`src/rtl/shift_rows_pipe.sv`:
```
// ShiftRows / InvShiftRows for an Nb-column Rijndael state, direction picked per block.
// Latency: one register stage, 1 cycle from input handshake to out_valid.
// Backpressure: in_ready = !flush && (!out_valid || out_ready); the held block is stable while stalled.
module shift_rows_pipe #(
   parameter  int NB      = 4,
   localparam int STATE_W = 32 * NB
) (
   input  logic               clk,
   input  logic               reset,
   input  logic               flush,
   input  logic               in_valid,
   output logic               in_ready,
   input  logic               in_inv,
   input  logic [STATE_W-1:0] state_in,
   output logic               out_valid,
   input  logic               out_ready,
   output logic               out_inv,
   output logic [STATE_W-1:0] state_out
);

   // Only the three Rijndael block widths have defined row offsets.
   if (!(NB == 4 || NB == 6 || NB == 8)) begin : g_bad_nb
      $error("shift_rows_pipe: NB must be 4, 6 or 8");
   end

   // Row rotation amount; the wide 256-bit block spreads rows 2 and 3 further apart.
   function automatic int row_shift(input int r);
      if (r == 0) return 0;
      if (NB == 8 && r >= 2) return r + 1;
      return r;
   endfunction

   logic [STATE_W-1:0] fwd_state;
   logic [STATE_W-1:0] inv_state;
   logic [STATE_W-1:0] shifted;

   // Pure wiring: every output byte picks a fixed source byte, so both
   // directions are built in parallel and a single 2:1 mux selects one.
   for (genvar r = 0; r < 4; r++) begin : g_row
      for (genvar c = 0; c < NB; c++) begin : g_col
         localparam int S    = row_shift(r);
         localparam int DST  = (4 - r) * NB - 1 - c;
         localparam int FSRC = (4 - r) * NB - 1 - ((c + S) % NB);
         localparam int ISRC = (4 - r) * NB - 1 - ((c + NB - S) % NB);
         assign fwd_state[8*DST +: 8] = state_in[8*FSRC +: 8];
         assign inv_state[8*DST +: 8] = state_in[8*ISRC +: 8];
      end
   end

   assign shifted = in_inv ? inv_state : fwd_state;

   logic               out_valid_q, out_valid_d;
   logic               out_inv_q,   out_inv_d;
   logic [STATE_W-1:0] state_q,     state_d;
   logic               accept;
   logic               consume;

   // A slot frees up when the held block is consumed; flush blocks new entries.
   assign in_ready = !flush && (!out_valid_q || out_ready);
   assign accept   = in_valid && in_ready;
   assign consume  = out_valid_q && out_ready;

   // Next-state: flush drops the held block, accept loads (also covers the
   // consume-and-accept cycle), a lone consume empties the stage, else hold.
   always_comb begin
      out_valid_d = out_valid_q;
      out_inv_d   = out_inv_q;
      state_d     = state_q;
      if (flush) begin
         out_valid_d = 1'b0;
      end else if (accept) begin
         out_valid_d = 1'b1;
         out_inv_d   = in_inv;
         state_d     = shifted;
      end else if (consume) begin
         out_valid_d = 1'b0;
      end
   end

   // Output register; reset clears everything, dropping any block in flight.
   always_ff @(posedge clk or posedge reset) begin
      if (reset) begin
         out_valid_q <= 1'b0;
         out_inv_q   <= 1'b0;
         state_q     <= '0;
      end else begin
         out_valid_q <= out_valid_d;
         out_inv_q   <= out_inv_d;
         state_q     <= state_d;
      end
   end

   assign out_valid = out_valid_q;
   assign out_inv   = out_inv_q;
   assign state_out = state_q;

endmodule

```
`config.mk`:
```
export PLATFORM = sky130hd
export DESIGN_NAME = shift_rows_pipe
export DESIGN_NICKNAME = d
export VERILOG_FILES = /design/src/rtl/shift_rows_pipe.sv
export SDC_FILE = /design/constraint.sdc
export NUM_CORES = 1
export LEC_CHECK = 0
export ABC_AREA = 1
export CAP_MARGIN = 25
export CORE_ASPECT_RATIO = 0.6
export CORE_MARGIN = 2
export CORE_UTILIZATION = 43
export CTS_CLUSTER_SIZE = 16
export DETAILED_ROUTE_END_ITERATION = 7
export GPL_TIMING_DRIVEN = 0
export PLACE_DENSITY_LB_ADDON = 0.08
export SLEW_MARGIN = 0
export SYNTH_ARGS = -nofsm -noshare
export SYNTH_HDL_FRONTEND = slang
export SYNTH_SLANG_ARGS = --single-unit
export TNS_END_PERCENT = 5
```
`constraint.sdc`:
```
create_clock -name clk -period 6.5 [get_ports clk]
set_clock_uncertainty 0.1 [all_clocks]
set_input_delay 1.95 -clock clk [delete_from_list [all_inputs] [get_ports clk]]
set_output_delay 1.95 -clock clk [all_outputs]
set_load 0.1 [all_outputs]
```
==> results.txt <==
----------------------------------------------------
[Power and ir drop]
  Worst voltage drop across the vdd grid ... about 0.00019 V
  Power density of the placed cells ... between 300 and 400 nW/um^2
  Leakage power summed over all cells ... just under 5 nW
  Design Power ... between 3 and 4 mW

[Logic synthesis]
  Post-synthesis cell type with the largest combined area ... dfrtp_1
  Flop and latch count out of synthesis ... 130
  Cells taking the most area after synthesis ... dfrtp_1 (54%), nand2_1 (28%), nand4_1 (6.7%)
  Synth warn ... 0
  Area share of the largest cell type after synthesis ... between 50% and 60%
  Post-Synthesis Mean Instance Area ... between 7 and 8 sq um
  Post-synthesis cell count ... just under 800
  Seq/Total Area, Yosys ... a little over half
  Cell area after technology mapping ... about 6000 sq um
  Net count of the mapped netlist ... 915
  Number of unique standard cell types used by synthesis ... 13

[GRT]
  GRT Util Overall ... between 20% and 30%
  Vias in the first global route ... approximately 6000
  Initial antenna violation count ... 0
  Remaining global-route overflow ... 0
  Global-route wire length before repair ... ~31000 um
  Largest net degree at the start of global routing ... around 70

[Final layout]
  Final antenna diode count ... 0
  Layout overhead on the synthesized area ... 58.3%
  Fillers ... around 1100
  Most frequent cells in the layout ... nand2_1 (450), clkdlybuf4s50_1 (263), dfrtp_1 (130)
  Share of final-layout standard cells stronger than drive strength 1 ... under 10%
  NumNets Final ... 1198
  Most common library cell in the layout ignoring fill and taps ... nand2_1
  Area taken by flip-flops and latches ... ~3300 sq um
  Multi-input logic area ... between 2000 and 2500 sq um

[Drt]
  Vias ... ~6400
  Number of iterations in the first detailed-routing pass ... 5
  First-iteration detailed-routing DRC count ... 466
  Via-to-Cell Ratio ... between 5 and 6
  Average wire per standard cell ... 16.0 um
  Total Wirelength ... between 20000 and 25000 um
  Antenna violation net count after detailed routing ... 0
  Post-route DRC ... 0

[CTS]
  Clock Pin Slew Worst Setup and Hold Paths ... approximately 0.050 ns
  Clk sink count ... 130
  Cts bufs inserted ... 17
  Post-cts repair resize count ... 0
  Clock tree root buffer cell ... clkbuf_16
  Post-CTS Repair Setup Buffers ... 0
  TritonCTS clock tree ... built
  CTS Hold Bufs ... 0
  Latest clock arrival within the worst-skew pair ... around 0.40 ns
  Bufs on Longest Clock Path ... 2
  CTS H-tree lvls ... 4

[Placed design]
  Hpwl dp ... 14800 um
  GP Congestion ... roughly 0.88
  Port Buf Inserts ... roughly 260
  Post-placement worst setup slack ... ~0.38 ns

[Die]
  Die outline area ... between 15000 and 20000 sq um
  Site row count ... 33
  Total core area ... roughly 14000 sq um
  IO Count ... 265
  Die Span Y ... 95.9 um
  Die X-Extent ... ~160 um
  Starting density of the core ... 44.2%

[Worst setup path]
  Cell count of the worst reg-to-reg path ... 6
  Cell with the biggest individual delay on the critical path ... clkdlybuf4s50_1
  CP endpoint kind ... output pin
  Crit Reg-Reg Startpoint ... out_valid
  Startpoint of the most critical setup path ... out_ready
  Most common cell type on the critical path ... clkdlybuf4s50_1
  Delay contributed by the slowest stage of the critical path ... between 1 and 1.5 ns
  Worst Path Class, Setup ... input port to output pin
  Worst endpoint data arrival time ... between 4 and 5 ns
  Endpoint required time on the critical path ... 4.45 ns
  Worst path cell trace ... clkdlybuf4s50_1, inv_2, a21oi_1, buf_2, clkdlybuf4s50_1
  Worst reg2reg path endpoint ... state_out[69]
  End point of the critical path ... in_ready
  Slack of the worst reg-to-reg path ... 5.14 ns
  Maximum fanout along the worst path ... 10
  Type of element launching the critical path ... input port

[STA]
  Tightest slew margin relative to the limit ... 28.5%
  Highest attainable clock frequency ... 164 MHz
  Final number of setup-violating endpoints ... 0
  RSZ-0062 raised after global routing ... no
  Final critical-path setup slack ... about 0.4 ns
  Minimum clock period after layout ... just over 6 ns
  Final number of max-transition violations ... 0
  Number of endpoints with negative hold slack in the final report ... 0
  Slew at the pin with the worst max-slew slack ... 1.07 ns
  Tcrit/Tclk final ... 94.0%

[Job]
  Max-cap violations ... 0

[Outcome]
  Result of the run ... complete, no violations

[Worst hold path]
  HP Class ... register to register
  Hold wc startpoint ... state_out[52]

----------------------------------------------------
## registers in the layout (all words and copies together), names as in the netlist
register   cells
out_inv        1
out_valid      1
state_out    128
## power by group
group,internal [mW],switching (mW),leakage [nW]
combinational,0.355,1.16,2.92
clock,0.631,0.385,0.301
sequential,0.930,0.0684,1.62
## worst max-delay path: cells and delay by family
kind	cells	cell delay [ns]
AOI/OAI and AO/OA	1	0.17
buffers and inverters	4	1.93
## per-stage QoR
step | cell area (sq um) | setup TNS [ns] | util (%) | std cells | hold slack, ns
after floorplan | 6060 | 0 | - | 781 | 0.875
after global placement | 8930 | -132.98 | 65.2 | 1236 | 0.352
after detailed placement | 8960 | 0 | 65.4 | 1237 | 0.357
after CTS | 9590 | 0 | 69.9 | 1269 | 0.372
after global routing | 9590 | 0 | 69.9 | 1269 | 0.387
final | 9590 | 0 | 69.9 | 1269 | 0.368
## worst min path at each step
| stage | depth (start not counted) | endpoint |
|---|---|---|
| after floorplan | 2 | state_out[44] |
| after global placement | 2 | state_out[123] |
| after detailed placement | 2 | state_out[110] |
| after CTS | 2 | state_out[47] |
| after global routing | 2 | state_out[52] |
| final | 2 | state_out[52] |
## synth_stat cells, drive strengths merged
master / count
inv: 5
dfrtp: 130
nand4: 65
buf: 58
nand3: 65
clkbuf: 5
a21oi: 2
nand2: 451
## logic make-up after synthesis
| kind of cell | synth area share (%) |
|---|---|
| AOI/OAI and AO/OA | 0.165 |
| buffers and inverters | 5.99 |
| DFF | 53.7 |
| and+or+nand+nor | 40.1 |
## per-layer routing
metal | global-route usage, % | up-vias | wire (um)
met1 | 39.4 | 3009 | 9340
met5 | 0 | - | 0
met3 | 9.28 | 23 | 1990
met2 | 39.0 | 283 | 8650
met4 | 7.20 | 0 | 299
li1 | - | 3077 | -
## layout make-up
cell class                      instances  area share [%]
Sequential cell                       130            33.9
Timing Repair Buffer                  264            27.7
Multi-Input combinational cell        583            25.5
Clock buffer                           19            4.72
Buffer                                 63            3.59
Tap cell                              192            2.51
Clock inverter                         13            1.79
Inverter                                5           0.248
(Power assumes the default switching activity.)
